--- config.mk ---
export PLATFORM = sky130hd
export DESIGN_NAME = imuldiv_muldiv_dispatch
export DESIGN_NICKNAME = d
export VERILOG_FILES = /design/src/rtl/imuldiv_muldiv_dispatch_pkg.sv /design/src/rtl/imuldiv_muldiv_dispatch_order_queue.sv /design/src/rtl/imuldiv_muldiv_dispatch.sv
export SDC_FILE = /design/constraint.sdc
export NUM_CORES = 1
export LEC_CHECK = 0
export BUFFER_PORTS_ARGS = -buffer_cell sky130_fd_sc_hd__buf_4
export CELL_PAD_IN_SITES_DETAIL_PLACEMENT = 0
export CELL_PAD_IN_SITES_GLOBAL_PLACEMENT = 1
export CORE_AREA = 5 5 151 153
export CTS_CLUSTER_SIZE = 20
export DETAILED_ROUTE_END_ITERATION = 12
export DIE_AREA = 0 0 156 158
export GPL_ROUTABILITY_DRIVEN = 0
export HOLD_SLACK_MARGIN = 0.15
export PLACE_DENSITY_LB_ADDON = 0.1
export RECOVER_POWER = 50
export SLEW_MARGIN = 15
export SYNTH_ARGS = -nofsm -noshare
export SYNTH_HDL_FRONTEND = slang
export SYNTH_HIERARCHICAL = 1
export SYNTH_SLANG_ARGS = --single-unit
export TNS_END_PERCENT = 50
--- constraint.sdc ---
create_clock -name clk -period 5.9 [get_ports clk]
set_input_delay 0.295 -clock clk [delete_from_list [all_inputs] [get_ports clk]]
set_output_delay 0.295 -clock clk [all_outputs]
set_load 0.02 [all_outputs]
--- src/rtl/imuldiv_muldiv_dispatch_pkg.sv ---
// Shared muldiv encodings: request fn codes, divider signed/unsigned codes and unit ids.
// Optional macro IMULDIV_DISPATCH_RESULT_SEL_EN widens the order-queue tag to the full fn.
package imuldiv_muldiv_dispatch_pkg;

    localparam logic [2:0] IMULDIV_MULDIVREQ_MSG_FUNC_MUL  = 3'd0;
    localparam logic [2:0] IMULDIV_MULDIVREQ_MSG_FUNC_DIV  = 3'd1;
    localparam logic [2:0] IMULDIV_MULDIVREQ_MSG_FUNC_DIVU = 3'd2;
    localparam logic [2:0] IMULDIV_MULDIVREQ_MSG_FUNC_REM  = 3'd3;
    localparam logic [2:0] IMULDIV_MULDIVREQ_MSG_FUNC_REMU = 3'd4;

    localparam logic IMULDIV_DIVREQ_MSG_FUNC_SIGNED   = 1'b0;
    localparam logic IMULDIV_DIVREQ_MSG_FUNC_UNSIGNED = 1'b1;

    typedef enum logic [1:0] {
        UNIT_MUL = 2'd0,
        UNIT_DIV = 2'd1,
        UNIT_ERR = 2'd2
    } unit_e;

`ifdef IMULDIV_DISPATCH_RESULT_SEL_EN
    localparam int TAG_W = 3;
`else
    localparam int TAG_W = 2;
`endif

    function automatic unit_e fn_to_unit(input logic [2:0] fn);
        unit_e u;
        case (fn)
            IMULDIV_MULDIVREQ_MSG_FUNC_MUL:  u = UNIT_MUL;
            IMULDIV_MULDIVREQ_MSG_FUNC_DIV,
            IMULDIV_MULDIVREQ_MSG_FUNC_DIVU,
            IMULDIV_MULDIVREQ_MSG_FUNC_REM,
            IMULDIV_MULDIVREQ_MSG_FUNC_REMU: u = UNIT_DIV;
            default:                         u = UNIT_ERR;
        endcase
        return u;
    endfunction

    function automatic logic fn_to_divfn(input logic [2:0] fn);
        logic d;
        case (fn)
            IMULDIV_MULDIVREQ_MSG_FUNC_DIV,
            IMULDIV_MULDIVREQ_MSG_FUNC_REM: d = IMULDIV_DIVREQ_MSG_FUNC_SIGNED;
            default:                        d = IMULDIV_DIVREQ_MSG_FUNC_UNSIGNED;
        endcase
        return d;
    endfunction

endpackage

--- src/rtl/imuldiv_muldiv_dispatch_order_queue.sv ---
// Tag FIFO recording which unit owns each outstanding operation, oldest at the head.
module imuldiv_DispatchOrderQueue #(
    parameter int DEPTH = 2,
    parameter int W     = 2
) (
    input  logic         clk,
    input  logic         reset,
    input  logic         push,
    input  logic [W-1:0] push_data,
    input  logic         pop,
    output logic [W-1:0] head_data,
    output logic         full,
    output logic         empty
);

    localparam int PTR_W = (DEPTH > 1) ? $clog2(DEPTH) : 1;

    logic [W-1:0]     mem_r [DEPTH];
    logic [PTR_W-1:0] wr_ptr_r;
    logic [PTR_W-1:0] rd_ptr_r;
    logic [PTR_W:0]   count_r;
    logic             do_push_s;
    logic             do_pop_s;

    assign full      = (count_r == (PTR_W+1)'(DEPTH));
    assign empty     = (count_r == (PTR_W+1)'(0));
    assign head_data = mem_r[rd_ptr_r];

    // A full queue refuses the push even when the head is leaving this cycle.
    assign do_push_s = push && !full;
    assign do_pop_s  = pop && !empty;

    // Storage, pointers and occupancy count.
    always_ff @(posedge clk or negedge reset) begin
        if (!reset) begin
            for (int i = 0; i < DEPTH; i++) begin
                mem_r[i] <= '0;
            end
            wr_ptr_r <= '0;
            rd_ptr_r <= '0;
            count_r  <= '0;
        end else begin
            if (do_push_s) begin
                mem_r[wr_ptr_r] <= push_data;
                wr_ptr_r        <= wr_ptr_r + PTR_W'(1);
            end
            if (do_pop_s) begin
                rd_ptr_r <= rd_ptr_r + PTR_W'(1);
            end
            case ({do_push_s, do_pop_s})
                2'b10:   count_r <= count_r + (PTR_W+1)'(1);
                2'b01:   count_r <= count_r - (PTR_W+1)'(1);
                default: count_r <= count_r;
            endcase
        end
    end

endmodule

--- src/rtl/imuldiv_muldiv_dispatch.sv ---
// Routes muldiv requests to the mul or div unit and returns responses in issue order.
// Define IMULDIV_DISPATCH_RESULT_SEL_EN to format the result (quotient/remainder select).
module imuldiv_muldiv_dispatch
    import imuldiv_muldiv_dispatch_pkg::*;
#(
    parameter int ORDQ_DEPTH = 2
) (
    input  logic        clk,
    input  logic        reset,
    input  logic [2:0]  muldivreq_msg_fn,
    input  logic [31:0] muldivreq_msg_a,
    input  logic [31:0] muldivreq_msg_b,
    input  logic        muldivreq_val,
    output logic        muldivreq_rdy,
    output logic [63:0] muldivresp_msg_result,
    output logic        muldivresp_val,
    input  logic        muldivresp_rdy,
    output logic [31:0] mulreq_msg_a,
    output logic [31:0] mulreq_msg_b,
    output logic        mulreq_val,
    input  logic        mulreq_rdy,
    input  logic [63:0] mulresp_msg_result,
    input  logic        mulresp_val,
    output logic        mulresp_rdy,
    output logic        divreq_msg_fn,
    output logic [31:0] divreq_msg_a,
    output logic [31:0] divreq_msg_b,
    output logic        divreq_val,
    input  logic        divreq_rdy,
    input  logic [63:0] divresp_msg_result,
    input  logic        divresp_val,
    output logic        divresp_rdy
);

    unit_e             req_unit_s;
    unit_e             head_unit_s;
    logic [TAG_W-1:0]  push_tag_s;
    logic [TAG_W-1:0]  head_tag_s;
    logic              full_s;
    logic              empty_s;
    logic              push_s;
    logic              pop_s;
    logic              tgt_rdy_s;
    logic              unit_val_s;
    logic [63:0]       raw_result_s;

    assign mulreq_msg_a  = muldivreq_msg_a;
    assign mulreq_msg_b  = muldivreq_msg_b;
    assign divreq_msg_a  = muldivreq_msg_a;
    assign divreq_msg_b  = muldivreq_msg_b;
    assign divreq_msg_fn = fn_to_divfn(muldivreq_msg_fn);
    assign req_unit_s    = fn_to_unit(muldivreq_msg_fn);

`ifdef IMULDIV_DISPATCH_RESULT_SEL_EN
    assign push_tag_s  = muldivreq_msg_fn;
    assign head_unit_s = fn_to_unit(head_tag_s);
`else
    assign push_tag_s  = TAG_W'(req_unit_s);
    assign head_unit_s = unit_e'(head_tag_s);
`endif

    // Request side: handshake with the target unit; illegal fns only need a free queue slot.
    always_comb begin
        tgt_rdy_s = 1'b0;
        case (req_unit_s)
            UNIT_MUL: tgt_rdy_s = mulreq_rdy;
            UNIT_DIV: tgt_rdy_s = divreq_rdy;
            default:  tgt_rdy_s = 1'b1;
        endcase
        muldivreq_rdy = reset && !full_s && tgt_rdy_s;
        mulreq_val    = reset && muldivreq_val && !full_s && (req_unit_s == UNIT_MUL);
        divreq_val    = reset && muldivreq_val && !full_s && (req_unit_s == UNIT_DIV);
        push_s        = muldivreq_val && muldivreq_rdy;
    end

    // Response side: only the unit named by the head tag may hand its result over.
    always_comb begin
        unit_val_s   = 1'b0;
        raw_result_s = 64'h0;
        case (head_unit_s)
            UNIT_MUL: begin
                unit_val_s   = mulresp_val;
                raw_result_s = mulresp_msg_result;
            end
            UNIT_DIV: begin
                unit_val_s   = divresp_val;
                raw_result_s = divresp_msg_result;
            end
            default: begin
                unit_val_s   = 1'b1;
                raw_result_s = 64'h0;
            end
        endcase
        muldivresp_val = reset && !empty_s && unit_val_s;
        mulresp_rdy    = reset && muldivresp_rdy && !empty_s && (head_unit_s == UNIT_MUL);
        divresp_rdy    = reset && muldivresp_rdy && !empty_s && (head_unit_s == UNIT_DIV);
        pop_s          = muldivresp_val && muldivresp_rdy;
    end

    // Result formatting; the divider packs {remainder, quotient}.
    always_comb begin
        muldivresp_msg_result = 64'h0;
`ifdef IMULDIV_DISPATCH_RESULT_SEL_EN
        case (head_tag_s)
            IMULDIV_MULDIVREQ_MSG_FUNC_MUL:  muldivresp_msg_result = raw_result_s;
            IMULDIV_MULDIVREQ_MSG_FUNC_DIV,
            IMULDIV_MULDIVREQ_MSG_FUNC_DIVU: muldivresp_msg_result = {32'h0, raw_result_s[31:0]};
            IMULDIV_MULDIVREQ_MSG_FUNC_REM,
            IMULDIV_MULDIVREQ_MSG_FUNC_REMU: muldivresp_msg_result = {32'h0, raw_result_s[63:32]};
            default:                         muldivresp_msg_result = 64'h0;
        endcase
`else
        muldivresp_msg_result = raw_result_s;
`endif
    end

    imuldiv_DispatchOrderQueue #(
        .DEPTH (ORDQ_DEPTH),
        .W     (TAG_W)
    ) u_ordq (
        .clk       (clk),
        .reset     (reset),
        .push      (push_s),
        .push_data (push_tag_s),
        .pop       (pop_s),
        .head_data (head_tag_s),
        .full      (full_s),
        .empty     (empty_s)
    );

endmodule

# ---- After elaboration in Yosys (flattened, before gate mapping)
# Cells that the tools add are included.
dict set report classes {
  bitwise 2
  n_lt_le_gt_ge 3
  add_sub_neg 4
  n_mux 12
  n_eq_ne 9
  n_reduce_logical 26
}
# cell count
set ops {}
lappend ops {{one-hot mux 64 bit (2 select lines)} 1}
lappend ops {{logical AND 1 bit} 17}
lappend ops {{two-way mux 2 bit} 4}
lappend ops {{one-hot mux 2 bit (2 select lines)} 2}
lappend ops {{equality test 2 x 1 -> 1 bit (second input constant)} 3}
lappend ops {{equality test 3 x 2 -> 1 bit (second input constant)} 2}
lappend ops {{logical NOT 2 bit} 3}
lappend ops {{bitwise mux 4 bit} 1}
lappend ops {{equality test 2 bit (second input constant)} 2}
lappend ops {{greater-or-equal comparator 2 bit (second input constant)} 2}
lappend ops {{inverter 1 -> 2 bit} 2}
lappend ops {{one-hot mux 1 bit (2 select lines)} 2}
lappend ops {{OR reduction 4 bit} 1}
lappend ops {{equality test 3 x 1 -> 1 bit (second input constant)} 1}
lappend ops {{equality test 3 bit (second input constant)} 1}
lappend ops {{logical NOT 3 bit} 1}
lappend ops {{adder 1 bit (second input constant)} 2}
lappend ops {{adder 2 x 1 -> 2 bit (second input constant)} 1}
lappend ops {{demux 2 bit (select 1 bit)} 1}
lappend ops {{logical NOT 1 bit} 2}
lappend ops {{less-than comparator 2 x 1 -> 1 bit (second input constant)} 1}
lappend ops {{nonzero test 2 bit} 1}
lappend ops {{OR reduction 2 bit} 1}
lappend ops {{subtractor 2 x 1 -> 2 bit (second input constant)} 1}
lappend ops {{two-way mux 1 bit} 1}
dict set report word_totals {
  register_bits 8
  inputBits 203
  output_inout_bits 199
  word_cells 61
}

# ---- Depth between registers and ports, before layout
dict set report logic_depth {
  depth_word 11
  mapped_depth 10
  depth_no_buf 9
}

# ---- By module
# The synthesis kept the hierarchy.
# mod cells_each n_inst area_per_inst_um2 seq_area_each_um2
set modules_own_cells {}
lappend modules_own_cells {imuldiv_muldiv_dispatch 291 1 2097.0 0.0}
lappend modules_own_cells {imuldiv_DispatchOrderQueue 28 1 397.9 200.2}

# ---- Worst setup path before layout
# Ideal clock, no wire load.
dict set report synth_timing {
  kind {reg2reg}
  start {register u_ordq.rd_ptr_r}
  end {register u_ordq.count_r[1]}
  arrival_time_ns 2.021
  t_required_ns 5.821
  stages_incl_launch_ff 10
  synth_period_minus_slack_ns 2.100
  path_slack_ns 3.800
  setup_ns 0.079
  path_buffers 2
  cell_sequence {dfrtp_1 mux2_2 buf_4 buf_6 a211oi_1 nor2_1 nor2b_1 ha_1 nor2_1 xor2_1}
}
dict set report synth_between {
  elab_chain_len 11
  elab_cells_between_ends 14
  cone_classes {eq/ne (3); mux (5); bitwise (1); reduce/logical (5)}
}
# element line_no
set synth_lines {}
lappend synth_lines {{start, declared} imuldiv_muldiv_dispatch_order_queue.sv:20} ;# logic [PTR_W-1:0] rd_ptr_r;
lappend synth_lines {{start signal, assigned} imuldiv_muldiv_dispatch_order_queue.sv:48} ;# rd_ptr_r <= rd_ptr_r + PTR_W'(1);
lappend synth_lines {{inverter 1 -> 2 bit (not written as such) (*)} imuldiv_muldiv_dispatch_order_queue.sv:27} ;# assign head_data = mem_r[rd_ptr_r];
lappend synth_lines {{two-way mux 2 bit (not written as such) (*) (3 in a row)} imuldiv_muldiv_dispatch_order_queue.sv:27}
lappend synth_lines {{via head_tag_s[0]} imuldiv_muldiv_dispatch.sv:38} ;# logic [TAG_W-1:0] head_tag_s;
lappend synth_lines {{equality test 2 x 1 -> 1 bit / logical NOT 2 bit (equally long branches)} imuldiv_muldiv_dispatch.sv:80} ;# case (head_unit_s)
lappend synth_lines {{one-hot mux 1 bit (2 select lines) (*)} imuldiv_muldiv_dispatch.sv:80}
lappend synth_lines {{logical AND 1 bit (*)} imuldiv_muldiv_dispatch.sv:94} ;# muldivresp_val = reset && !empty_s && unit_val_s;
lappend synth_lines {{logical AND 1 bit (*)} imuldiv_muldiv_dispatch.sv:97} ;# pop_s = muldivresp_val && muldivresp_rdy;
lappend synth_lines {{via pop_s} imuldiv_muldiv_dispatch.sv:42} ;# logic pop_s;
lappend synth_lines {{logical AND 1 bit (*)} imuldiv_muldiv_dispatch_order_queue.sv:31} ;# assign do_pop_s = pop && !empty;
lappend synth_lines {{via u_ordq.do_pop_s} imuldiv_muldiv_dispatch_order_queue.sv:23} ;# logic do_pop_s;
lappend synth_lines {{equality test 2 x 1 -> 1 bit / equality test 2 bit (equally long branches)} imuldiv_muldiv_dispatch_order_queue.sv:50} ;# case ({do_push_s, do_pop_s})
lappend synth_lines {{one-hot mux 2 bit (2 select lines) / nonzero test 2 bit (equally long branches)} n/a}
lappend synth_lines {{end signal, assigned} imuldiv_muldiv_dispatch_order_queue.sv:51} ;# 2'b10: count_r <= count_r + (PTR_W+1)'(1);
lappend synth_lines {{end signal, assigned} imuldiv_muldiv_dispatch_order_queue.sv:52} ;# 2'b01: count_r <= count_r - (PTR_W+1)'(1);
lappend synth_lines {{end signal, assigned} imuldiv_muldiv_dispatch_order_queue.sv:53} ;# default: count_r <= count_r;
lappend synth_lines {{end, declared} imuldiv_muldiv_dispatch_order_queue.sv:21} ;# logic [PTR_W:0] count_r;
# The timed path passes the listed nets; every way through them passes the cells marked *. The select of a mux whose other input is x is not followed.
# A chain may end at the register's enable or synchronous reset.

# ---- Worst setup path after layout
dict set report layout_timing {
  start {register u_ordq.rd_ptr_r}
  end {output port muldivresp_msg_result[39]}
}
dict set report layout_between {
  elab_chain_len 6
  elab_cells_between_ends 7
  cone_classes {eq/ne (1); mux (4); bitwise (1); reduce/logical (1)}
}
# element line_no
set layout_lines {}
lappend layout_lines {{inverter 1 -> 2 bit (not written as such) (*)} imuldiv_muldiv_dispatch_order_queue.sv:27}
lappend layout_lines {{two-way mux 2 bit (not written as such) (*) (3 in a row)} imuldiv_muldiv_dispatch_order_queue.sv:27}
lappend layout_lines {{via head_tag_s[0]} imuldiv_muldiv_dispatch.sv:38}
lappend layout_lines {{equality test 2 x 1 -> 1 bit / logical NOT 2 bit (equally long branches)} imuldiv_muldiv_dispatch.sv:80}
lappend layout_lines {{one-hot mux 64 bit (2 select lines) (*)} imuldiv_muldiv_dispatch.sv:80}
lappend layout_lines {{end, declared} imuldiv_muldiv_dispatch.sv:15} ;# output logic [63:0] muldivresp_msg_result,
# Marked as above.

==> summary.md <==
| Metric | Value |
|---|---|
| Outcome | complete, no violations |
| Drt wl/cell | ~14 um |
| Yosys top cell area share | 39.7% |
| CP cell instances | mux2_4 > buf_4 > mux2i_1 > nor2_1 > buf_4 |
| Input/output buffers | between 200 and 250 |
| List of most frequent post-synthesis cells | 132 x buf_4, 69 x nor2_1, 64 x mux2i_1, 8 x dfrtp_1, 5 x nor3_1 |
| Unrepaired setup endpoints after global routing | no |
| Die X | between 150 and 200 um |
| Min-delay worst type | in -> async |
| Total GRT Usage | 6.73% |
| Startpoint types | register |
| DR pass1 iterations | 4 |
| Crit path buf inv count | 2 |
| Fin Setup TNS | 0 ns |
| Cell mode on critical path | buf_4 |
| Slew @ Worst Pin | approximately 0.77 ns |
| I/O pins | about 400 |
| Pint | 905 uW |
| # DRC | 0 |
| Switch share | 53.0% |
| EDFF count, synth | 0 |
| Placement Rows | 54 |
| Seq/Total Area, Yosys | under 10% |
| Fmax achieved | around 370 MHz |
| Slowest-stage cell, CP | mux2_4 |
| Clock Power Share | between 5 and 6% |
| Peak VDD IR | approximately 0.16 mV |
| TritonCTS buffer count | 3 |
| Clk slew on worst S/H paths | 0.04 ns |
| Pin count of the biggest net entering global routing | 67 |
| Req. time, crit path | 5.61 ns |
| Post-CTS resize count | 0 |
| Diodes inserted | 0 |
| Share of cells above drive strength 1 | around 58% |
| Hpwl dp | 7.92 mm |
| Mapped Cells | between 300 and 400 |
| Syn Area/Cell | between 7 and 8 um2 |
| Slew HR | 48.8% |
| Setup Viol. Count Final | 0 |
| Total wire length | ~9.6 mm |
| Final cell count without fillers | approximately 670 |
| Worst stage delay on the critical path | 0.61 ns |
| Clock tree sinks | 8 |
| CTS Buffer Depth | 2 |
| GRT overflow | 0 |
| Mapped cell area | 2490 um2 |
| Global-route wire length before repair | about 13 mm |
| Vias in the first global route | 2,340 |
| WHS | approximately 0.43 ns |
| Yosys Warn Count | 6 |
| PD cells | between 500 and 600 nW/um2 |
| P_sw | slightly above 1 mW |
| Post-layout minimum cycle time | ~2.7 ns |
| Dpl cells | 667 |
| Initial antenna violation count | 0 |
| Synth cell types | 30 |
| Routed vias | roughly 2,200 |
| Nets | roughly 600 |
| Fin crit share | 46.3% |
| Leak | between 1.5 and 2 nW |
| P&R area growth vs syn | 37.9% |
| Die Span Y | 158 um |
| Pins Over Slew Limit | 0 |
| Vias/cell | about 3.3 |
| Syn Nets | between 500 and 600 |
| Arrival @ worst endpoint | between 2 and 2.5 ns |
| Clk_lat worst skew | around 0.23 ns |
| Largest delay contributor family on the critical path | multiplexers |
| Total power | around 1.9 mW |
| Synth Register Bits | 8 |
| Most frequent cell after synthesis | buf_4 |
| Crit Path Class | reg -> out |
| Area leader, netlist | buf_4 |
| Flop pwr share | 5.7% |
| Final Hold Fails | 0 |
| Most used DFF post-synth | dfrtp_1 |
| Die ar. | 24,600 um2 |
| CTS tree | built |
| Max Cap Viol | 0 |
| Antenna-violating nets left | 0 |
| CTS Root Cell | clkbuf_16 |
| CTS H-tree depth | 1 |
| CP Capture Type | output pin |
| Top cells by area, synth | buf_4 40%, mux2i_1 26%, nor2_1 10%, dfrtp_1 8.0%, buf_8 1.8% |
| Setup Skew | about 0.0035 ns |
| Core box area | 21,400 um2 |
| Combinational Power Share | 88.4% |
| Initial Util | between 10% and 20% |
| Crit-path max FO | 35 |
| Fraction of registers with async set/reset | 100% |
| DRT iter0 DRCs | 88 |
[power groups by stage]
| stage | Combinational (mW) | Clock [mW] | Sequential (mW) |
|---|---|---|---|
| after floorplan | 1.25 | 0 | 0.103 |
| after global placement | 1.77 | 0 | 0.111 |
| after global routing | 1.85 | 0.119 | 0.114 |
| after detailed placement | 1.75 | 0 | 0.111 |
| final | 1.70 | 0.113 | 0.109 |
| after CTS | 1.76 | 0.116 | 0.110 |
[repair_timing]
item,in CTS,in global routing
setup buffers,0,0
hold endpoints to repair,8,0
hold buffers,1,0
[logic make-up (layout without fill, tap and decap cells)]
family / Yosys count / after routing / share of synthesized area [%]
buf+inv: 144 / 216 / 43.3
flops: 8 / 8 / 8.02
xor+xnor: 5 / 5 / 1.76
compound gates: 2 / 2 / 0.903
mux: 70 / 70 / 28.7
fa+ha+maj: 1 / 1 / 0.501
simple gates: 89 / 89 / 16.8
[flip-flops by register name, summed over array words and instances (netlist names)]
name,cells
u_ordq/count_r,2
u_ordq/mem_r,4
u_ordq/rd_ptr_r,1
u_ordq/wr_ptr_r,1
[path summary, 6_finish.rpt]
path / endpoint / slack [ns] / cells after the start / start
worst max-delay path: muldivresp_msg_result[39] / 3.17 / 5 / u_ordq/rd_ptr_r$_DFFE_PN0P_
worst min-delay path: u_ordq/wr_ptr_r$_DFFE_PN0N_ / 0.43 / 2 / reset
max in group asynchronous: u_ordq/mem_r[3]$_DFFE_PN0P_ / 5.31 / 2 / reset
worst max register to register: u_ordq/count_r[1]$_DFFE_PN0P_ / 3.44 / 8 / u_ordq/rd_ptr_r$_DFFE_PN0P_
min in group clk: u_ordq/mem_r[3]$_DFFE_PN0P_ / 0.50 / 1 / u_ordq/mem_r[3]$_DFFE_PN0P_
worst min register to register: u_ordq/mem_r[3]$_DFFE_PN0P_ / 0.50 / 1 / u_ordq/mem_r[3]$_DFFE_PN0P_
[per-layer routing]
metal	global-route usage, %	share of wire [%]
met5	0	0
met4	3.21	4.2
met3	2.46	13
met2	12.5	51
met1	6.66	32
[area by class of cell]
type	count	area, um2
fillers	2433	18000
multi-input cells	167	1220
well taps	280	350
flip-flops and latches	8	200
clock buffers	3	75.1
repair buffers	212	1590
inverters	1	3.75
[stage by stage]
step           cell area [um2]  setup WS [ns]  utilization, %
2_1_floorplan             2490           3.80               -
3_3_place_gp              3360           3.31            15.7
3_5_place_dp              3360           3.29            15.7
4_1_cts                   3440           3.10            16.1
5_1_grt                   3440           2.97            16.1
6_report                  3440           3.17            16.1
[cell usage in the layout (no fill, tap or decap), drive strengths merged]
cell | synthesis | routed
mux2 | 6 | 6
xnor2 | 3 | 3
dfrtp | 8 | 8
nand2b | 2 | 2
a2111oi | 1 | 1
nor3 | 5 | 5
mux2i | 64 | 64
nor4 | 1 | 1
nor4b | 1 | 1
dlygate4sd3 | 0 | 1
xor2 | 2 | 2
buf | 141 | 211
nor2 | 69 | 69
and3 | 1 | 1
nand3b | 3 | 3
a211oi | 1 | 1
nor2b | 4 | 4
nand2 | 1 | 1
nor3b | 2 | 2
ha | 1 | 1
inv | 1 | 1
clkbuf | 2 | 3
Power figures use the tool's default switching activity.
